### config.mk
export PLATFORM = sky130hd
export DESIGN_NAME = spi_rx_slave_fifo
export DESIGN_NICKNAME = d
export VERILOG_FILES = /design/src/rtl/spi_rx_slave_fifo.sv
export SDC_FILE = /design/constraint.sdc
export NUM_CORES = 1
export LEC_CHECK = 0
export ABC_AREA = 1
export BUFFER_PORTS_ARGS = -buffer_cell sky130_fd_sc_hd__clkbuf_2
export CAP_MARGIN = 20
export CORE_MARGIN = 5
export CORE_UTILIZATION = 55
export DETAILED_ROUTE_END_ITERATION = 16
export GPL_ROUTABILITY_DRIVEN = 0
export PLACE_DENSITY = 0.74
export REMOVE_ABC_BUFFERS = 1
export SYNTH_ARGS = -nofsm -noshare
export SYNTH_HDL_FRONTEND = slang
export SYNTH_SLANG_ARGS = --single-unit
export TNS_END_PERCENT = 10
### constraint.sdc
create_clock -name CLOCK_50 -period 2.15 [get_ports CLOCK_50]
set_input_delay 0.43 -clock CLOCK_50 [delete_from_list [all_inputs] [get_ports CLOCK_50]]
set_output_delay 0.43 -clock CLOCK_50 [all_outputs]
set_load 0.02 [all_outputs]
### src/rtl/spi_rx_slave_fifo.sv
// SPI slave receiver with oversampled inputs, all four SPI modes, and a first-word-fall-through RX FIFO.
// Each received word carries a first-of-frame flag, and MISO echoes the most recently completed word.
module spi_rx_slave_fifo #(
  parameter int DATA_W     = 8,
  parameter int FIFO_DEPTH = 16,
  parameter int CPOL       = 0,
  parameter int CPHA       = 0,
  parameter int MSB_FIRST  = 1
) (
  input  logic                          CLOCK_50,
  input  logic                          reset,
  input  logic                          SCK,
  input  logic                          MOSI,
  input  logic                          SSEL,
  output logic                          MISO,
  output logic                          miso_oe,
  output logic [DATA_W-1:0]             rx_data,
  output logic                          rx_first,
  output logic                          rx_valid,
  input  logic                          rx_ready,
  output logic                          frame_start,
  output logic                          frame_end,
  output logic                          overflow,
  input  logic                          ovf_clr,
  output logic [$clog2(FIFO_DEPTH):0]   fifo_level
);

  localparam int CNT_W = $clog2(DATA_W);
  localparam int AW    = $clog2(FIFO_DEPTH);
  localparam logic [CNT_W-1:0] LAST_BIT = CNT_W'(DATA_W - 1);
  localparam int FIRST_IDX = (MSB_FIRST != 0) ? DATA_W - 1 : 0;
  localparam bit SAMPLE_RISE = ((CPOL != 0) == (CPHA != 0));

  typedef enum logic [1:0] {WAIT_IDLE, IDLE, ACTIVE} state_t;

  logic [2:0] sck_sync_q, ssel_sync_q;
  logic [1:0] mosi_sync_q;
  state_t     state_q, state_d;
  logic [CNT_W-1:0]  bit_cnt_q, bit_cnt_d;
  logic [DATA_W-1:0] shift_q, shift_d;
  logic [DATA_W-1:0] last_word_q, last_word_d;
  logic first_q, first_d;
  logic push_q, push_d;
  logic push_first_q, push_first_d;
  logic miso_q, miso_d;
  logic sck_rise, sck_fall, ssel_rise, ssel_fall, sample_edge, shift_edge;
  logic [CNT_W-1:0] tx_idx;

  logic [DATA_W:0]  mem_q [FIFO_DEPTH];
  logic [AW-1:0]    wr_ptr_q, rd_ptr_q;
  logic [AW:0]      count_q, count_d;
  logic             overflow_q, overflow_d;
  logic             full, pop, do_push;
  logic [DATA_W:0]  head;

  // Stage 2 vs stage 3 gives the edges; SSEL stages reset low so a frame already in progress is not mistaken for idle.
  always_ff @(posedge CLOCK_50) begin
    if (reset) begin
      sck_sync_q  <= '0;
      ssel_sync_q <= '0;
      mosi_sync_q <= '0;
    end else begin
      sck_sync_q  <= {sck_sync_q[1:0], SCK};
      ssel_sync_q <= {ssel_sync_q[1:0], SSEL};
      mosi_sync_q <= {mosi_sync_q[0], MOSI};
    end
  end

  assign sck_rise    = sck_sync_q[1] & ~sck_sync_q[2];
  assign sck_fall    = ~sck_sync_q[1] & sck_sync_q[2];
  assign ssel_rise   = ssel_sync_q[1] & ~ssel_sync_q[2];
  assign ssel_fall   = ~ssel_sync_q[1] & ssel_sync_q[2];
  assign sample_edge = SAMPLE_RISE ? sck_rise : sck_fall;
  assign shift_edge  = SAMPLE_RISE ? sck_fall : sck_rise;
  assign tx_idx      = (MSB_FIRST != 0) ? LAST_BIT - bit_cnt_q : bit_cnt_q;

  always_ff @(posedge CLOCK_50) begin
    if (reset) begin
      state_q      <= WAIT_IDLE;
      bit_cnt_q    <= '0;
      shift_q      <= '0;
      last_word_q  <= '0;
      first_q      <= 1'b0;
      push_q       <= 1'b0;
      push_first_q <= 1'b0;
      miso_q       <= 1'b0;
    end else begin
      state_q      <= state_d;
      bit_cnt_q    <= bit_cnt_d;
      shift_q      <= shift_d;
      last_word_q  <= last_word_d;
      first_q      <= first_d;
      push_q       <= push_d;
      push_first_q <= push_first_d;
      miso_q       <= miso_d;
    end
  end

  // MISO bit index follows bit_cnt, so the shift edge right after a completed word starts the new echo word.
  always_comb begin
    state_d      = state_q;
    bit_cnt_d    = bit_cnt_q;
    shift_d      = shift_q;
    last_word_d  = last_word_q;
    first_d      = first_q;
    push_d       = 1'b0;
    push_first_d = push_first_q;
    miso_d       = miso_q;
    frame_start  = 1'b0;
    frame_end    = 1'b0;
    case (state_q)
      WAIT_IDLE: begin
        if (ssel_sync_q[1]) state_d = IDLE;
      end
      IDLE: begin
        if (ssel_fall) begin
          state_d     = ACTIVE;
          frame_start = 1'b1;
          bit_cnt_d   = '0;
          first_d     = 1'b1;
          miso_d      = (CPHA == 0) ? last_word_q[FIRST_IDX] : 1'b0;
        end
      end
      ACTIVE: begin
        if (ssel_rise) begin
          state_d   = IDLE;
          frame_end = 1'b1;
          bit_cnt_d = '0;
        end else if (sample_edge) begin
          if (MSB_FIRST != 0) shift_d = {shift_q[DATA_W-2:0], mosi_sync_q[1]};
          else                shift_d = {mosi_sync_q[1], shift_q[DATA_W-1:1]};
          if (bit_cnt_q == LAST_BIT) begin
            bit_cnt_d    = '0;
            push_d       = 1'b1;
            last_word_d  = shift_d;
            push_first_d = first_q;
            first_d      = 1'b0;
          end else begin
            bit_cnt_d = bit_cnt_q + 1'b1;
          end
        end else if (shift_edge) begin
          miso_d = last_word_q[tx_idx];
        end
      end
      default: state_d = WAIT_IDLE;
    endcase
  end

  assign miso_oe = (state_q == ACTIVE);
  assign MISO    = miso_oe & miso_q;

  assign full    = (count_q == (AW+1)'(FIFO_DEPTH));
  assign rx_valid = (count_q != '0);
  assign pop     = rx_valid & rx_ready;
  assign do_push = push_q & (~full | pop);
  assign head    = mem_q[rd_ptr_q];

  always_comb begin
    count_d = count_q;
    case ({do_push, pop})
      2'b10:   count_d = count_q + 1'b1;
      2'b01:   count_d = count_q - 1'b1;
      default: count_d = count_q;
    endcase
    overflow_d = overflow_q;
    if (ovf_clr) overflow_d = 1'b0;
    if (push_q && full && !pop) overflow_d = 1'b1;
  end

  always_ff @(posedge CLOCK_50) begin
    if (reset) begin
      wr_ptr_q   <= '0;
      rd_ptr_q   <= '0;
      count_q    <= '0;
      overflow_q <= 1'b0;
    end else begin
      if (do_push) wr_ptr_q <= wr_ptr_q + 1'b1;
      if (pop)     rd_ptr_q <= rd_ptr_q + 1'b1;
      count_q    <= count_d;
      overflow_q <= overflow_d;
    end
  end

  always_ff @(posedge CLOCK_50) begin
    if (do_push && !reset) mem_q[wr_ptr_q] <= {push_first_q, last_word_q};
  end

  assign rx_data    = rx_valid ? head[DATA_W-1:0] : '0;
  assign rx_first   = rx_valid & head[DATA_W];
  assign overflow   = overflow_q;
  assign fifo_level = count_q;

endmodule

# == Word level (Yosys, flattened, before mapping) ==
# Memory sizes are Yosys's and may differ from the RTL's. A register that Yosys moved wholly into a read port is not among the register bits.
# Index checks and enable logic that the tools add are counted.
# word_totals
register_bits,46
ramBits,144
inputBits,7
output_inout_bits,20
wordCells,106
memories,1
# mem_list
name,words,word_bits,rd,rd_clocked_by_memory_dff,wr,line_no,source
mem_q,16,9,1,1,1,49,logic [DATA_W:0] mem_q [FIFO_DEPTH];
# classes
n_addsub,6
n_lt_le_gt_ge,1
n_eq_ne,15
n_mux,34
bitwise_logic,17
n_reduce_logical,17
# ops
cell,n
2-to-1 mux 1 bit,18
2-to-1 mux 3 bit,4
case mux 5 bit (2 select lines),1
AND reduction 5 bit,2
AND reduction 3 bit,3
"adder 4 x 1 -> 4 bit, second input constant",2
bitwise AND 1 bit,8
2-to-1 mux 4 bit,2
2-to-1 mux 8 bit,1
"!= test 2 x 1 -> 1 bit, second input constant",4
"!= test 2 bit, second input constant",4
inverter 1 bit,8
2-to-1 mux 2 bit,3
case mux 2 bit (3 select lines),1
case mux 3 bit (2 select lines),1
nonzero test 2 bit,3
"adder 5 x 1 -> 5 bit, second input constant",1
"== test 5 bit, second input constant",1
nonzero test 5 bit,1
"subtractor 5 x 1 -> 5 bit, second input constant",1
"== test 2 x 1 -> 1 bit, second input constant",2
"== test 2 bit, second input constant",2
"< comparator 3 x 4 -> 1 bit, second input constant",1
case mux 1 bit (2 select lines),2
other kinds (11),14

# == Logic depth before layout (Yosys ltp) ==
# depth
ltp_word,7
depth_mapped,15

# == Worst setup path before layout ==
# Ideal clock, no wire load.
# synth_timing
kind,flip-flop to flip-flop
startpoint,"register count_q[0], in the netlist fifo_level[0]"
endpoint,"memory mem_q[0][0] in the netlist's numbering, enable pin"
setup_time_ns,0.374
t_arrival_ns,1.660
t_required_ns,1.776
path_slack_ns,0.116
stages_incl_launch_ff,7
period_less_slack_ns,2.034
path_cell_list,dfxtp_1 nor2_4 a31oi_2 inv_2 nor2_2 nand2_1 nor2_1
# synth_between
elab_chain_len,7
word_cells_on_any_way,9
classes_between,eq/ne: 1; mux: 2; bitwise: 4; reduce/logical: 2
# synth_rtl
item,line_no,source
start: declaration,51,"logic [AW:0] count_q, count_d;"
start signal: assignment,179,count_q <= count_d;
nonzero test 5 bit or == test 5 bit (tied branches),"153, 152",
bitwise AND 1 bit or inverter 1 bit (tied branches),"154, 155",
bitwise OR 1 bit *,155,assign do_push = push_q & (~full | pop);
bitwise AND 1 bit *,155,
logical AND 1 bit *,185,"if (do_push && !reset) mem_q[wr_ptr_q] <= {push_first_q, last_word_q};"
2-to-1 mux 1 bit *,185,
2-to-1 mux 1 bit (not written as such) *,185,
end: declaration,49,
# Every way passes the cells marked *; elsewhere a longest branch is shown, timed or not.

==> impl_metrics.ini <==
[clocking]
clkTransAtPathRegs_ns = 0.07
hold_buffers = 0
cts_made_buffers = 17
cts_sinks = 194
cts-root-buf = clkbuf_16
cts_tree = yes
insertion_delay_ns = 0.43
h-tree-depth = 4
clockBufferDepth = 2

[finish]
layout.nets = 808
num_antenna_cells = 0
drive_above_1_share_pct = 18.9
final_area_um2 = 9380
multiInputGateArea_um2 = 2320
area_delta_synth_final_pct = 18.3
fill_cells = 975
final_cell_count_no_fill = 981
utilization_pct = 67.0
final-seq-area_um2 = 5330

[timing]
tightestPinTransition_ns = 0.604
hold_ws_ns = 0.188
drv_slew = 0
rsz0062_at_grt = yes
timing.setup.tns_ns = -2.39
finalCriticalPeriod_ns = 2.50
final.setup.worst_slack_ns = -0.348
fin_crit_sh_pct = 116
fin_skew_ns = 0.0104
slew_headroom_pct = 59.7
hold_violations = 0
setup_viol = 9
fmax_mhz = 400

[run_status]
failed_checks = negative setup slack
status = complete, but fails checks

[worst_setup_path]
critical-path-slowest-cell = dfxtp_4
crit_path_start_kind = flop
cp_max_fo = 12
cp.buffers_inverters = 2
cp_common_cell = nor2_1
crit_end = rx_data[4]
worst_r2r_startpoint = fifo_level[2]
ff2ff_setup_slack_ns = 0.19
worstSetupPathType = reg -> out
worstReg2RegEnd = mem_q[14][2]
arrival_ns = 2.07
path_delay_family = compound AO/OA/AOI/OAI gates
r2r_cells = 7
slowest_delay_ns = 0.39
worstPathCellList = buf_12 -> o21ai_0 -> o22ai_2 -> nor2_1 -> nor2_1 -> o21ai_1 -> a21oi_1 -> buf_4
crit_cells = 8
cp_data_required_time_ns = 1.72
end_kind = primary output

[synth]
synth_cell_types = 30
ys_ff_latch = 194
syn_avg_cell_area_um2 = 11.0
netlist_instances = 723
seq_area_frac_synth_pct = 67.2
synth_warnings = 0
syn-cell-area_um2 = 7930

[hold_path]
min_path_type = in -> reg
hp-start = MOSI

[die]
die-width_um = 130
die_h_um = 130
ios = 27
initial_core_util_pct = 56.7
core_um2 = 14000
die-area_um2 = 16900
fp-row-count = 43

[power]
leakagePower_nw = 3.46
peakVddDrop_mv = 0.813
power_density_nw_per_um2 = 1200
power_mw = 11.3

[grt]
grt_pass1_wl_um = 28900
grt-ovfl-total = 0
first_global_vias = 5595
grt_max_degree = 32
antenna_found_initial = 0
grt.total_usage_pct = 22.5

[placement]
dp_slack_ns = 0.114
placed_cell_area_um2 = 8500
dp.cells = 940
io_buffers = 26
dp_hpwl_um = 11500

[drt]
drt_iter0_drc = 582
routed_wl_um = 18700
vias_per_cell = 5.83
routedWlPerCell_um = 19.0
first_pass_iters = 5
drcViolationCount = 0
vias = 5720
postRouteAntennaNets = 0

[flow_run]
maxCapViolations = 0
[synthesized netlist by cell type (all sizes together)]
| master | number | area (µm²) |
|---|---|---|
| o22ai | 16 | 100 |
| edfxtp | 144 | 4320 |
| nand2 | 42 | 163 |
| xnor2 | 1 | 8.76 |
| o21ai | 116 | 581 |
| o221ai | 20 | 175 |
| clkbuf | 14 | 52.6 |
| a21oi | 35 | 175 |
| inv | 55 | 206 |
| nand4 | 6 | 37.5 |
| buf | 20 | 93.8 |
| a211oi | 1 | 7.51 |
| clkinv | 3 | 11.3 |
| nand3 | 27 | 165 |
| xor2 | 1 | 8.76 |
| a31oi | 2 | 18.8 |
| nor2 | 152 | 606 |
| ha | 12 | 150 |
| o211ai | 4 | 30.0 |
| dfxtp | 50 | 1000 |
| nor3 | 2 | 10.0 |
[worst reg2reg max path: cells and delay by family, from the launching register on]
kind            cells  cell delay, ns
simple gates        4            0.51
buf+inv             2            0.32
compound gates      1            0.32
flops               1            0.50
[layout make-up]
class | count | area share [%]
Inverter | 58 | 2.45
Tap cell | 180 | 2.40
Clock inverter | 13 | 1.47
Multi-Input combinational cell | 437 | 24.7
Clock buffer | 18 | 4.58
Sequential cell | 194 | 56.9
Timing Repair Buffer | 81 | 7.50
[flip-flops by register name, summed over array words and instances, names as in the netlist, 2 cells and up, named ones only]
signal       flops
last_word_q      8
rd_ptr_q         4
fifo_level       5
wr_ptr_q         4
state_q          2
sck_sync_q       3
mosi_sync_q      2
mem_q          144
bit_cnt_q        3
shift_q          7
ssel_sync_q      3
[kinds of logic after synthesis]
| logic type | share of synthesized area, % |
|---|---|
| compound gates | 13.7 |
| xor+xnor | 0.221 |
| fa+ha+maj | 1.89 |
| buf+inv | 4.59 |
| flops | 67.2 |
| simple gates | 12.4 |
[layout by cell type (no fill, tap or decap), types with 2 or more instances in the layout]
cell        netlist  layout
dfxtp_4           0       2
bufinv_16         0       2
nand2_2           2       2
o22ai_1          16      10
buf_6             0       6
nor2_1          146     146
o21ai_1          34      35
nor2_2            2       2
a21oi_1          35      30
clkinvlp_4        0       3
a21oi_2           0       5
buf_4             0      49
nor3_1            2       2
o21ai_0          82      77
clkbuf_2          0      17
nand3_4           2       3
buf_12            0       4
clkinv_1          3       4
buf_8             0       3
nand2_1          40      40
inv_2            11       9
o211ai_1          4       4
dfxtp_1          50      48
o22ai_2           0       6
clkinv_4          0       4
nand3_1          24      23
edfxtp_1        144     144
clkbuf_16         0      18
nor2_4            4       4
clkinv_2          0       2
o21ai_2           0       4
o221ai_1         20      20
ha_1             12      12
nand4_1           6       6
inv_1            44      44
[routing by layer]
layer,vias to the layer above,global-route usage [%],wire length [µm]
li1,2708,-,-
met1,2705,28.5,7430
met2,263,37.3,9120
met3,44,5.28,1530
met4,0,9.72,586
met5,-,0,0
[worst min path at each step]
stage / end / slack (ns) / depth (start not counted)
floorplan: mosi_sync_q[1] / 0.39 / 2
global placement: ssel_sync_q[1] / 0.39 / 2
detailed placement: ssel_sync_q[1] / 0.39 / 2
CTS: mosi_sync_q[0] / 0.19 / 3
global route: mosi_sync_q[0] / 0.21 / 3
finish: mosi_sync_q[0] / 0.19 / 3
[report_power, final]
part | internal (mW) | switching [mW]
logic | 1.55 | 2.39
clock network | 1.70 | 1.34
registers | 4.11 | 0.183
[timing repair]
item / 4_1_cts / 5_1_grt
setup buffers: 2 / 6
setup endpoints to repair: 9 / 12
cloned: 2 / 1
resized for setup: 23 / 44
pin swaps: 4 / 15
(Power assumes the default switching activity.)
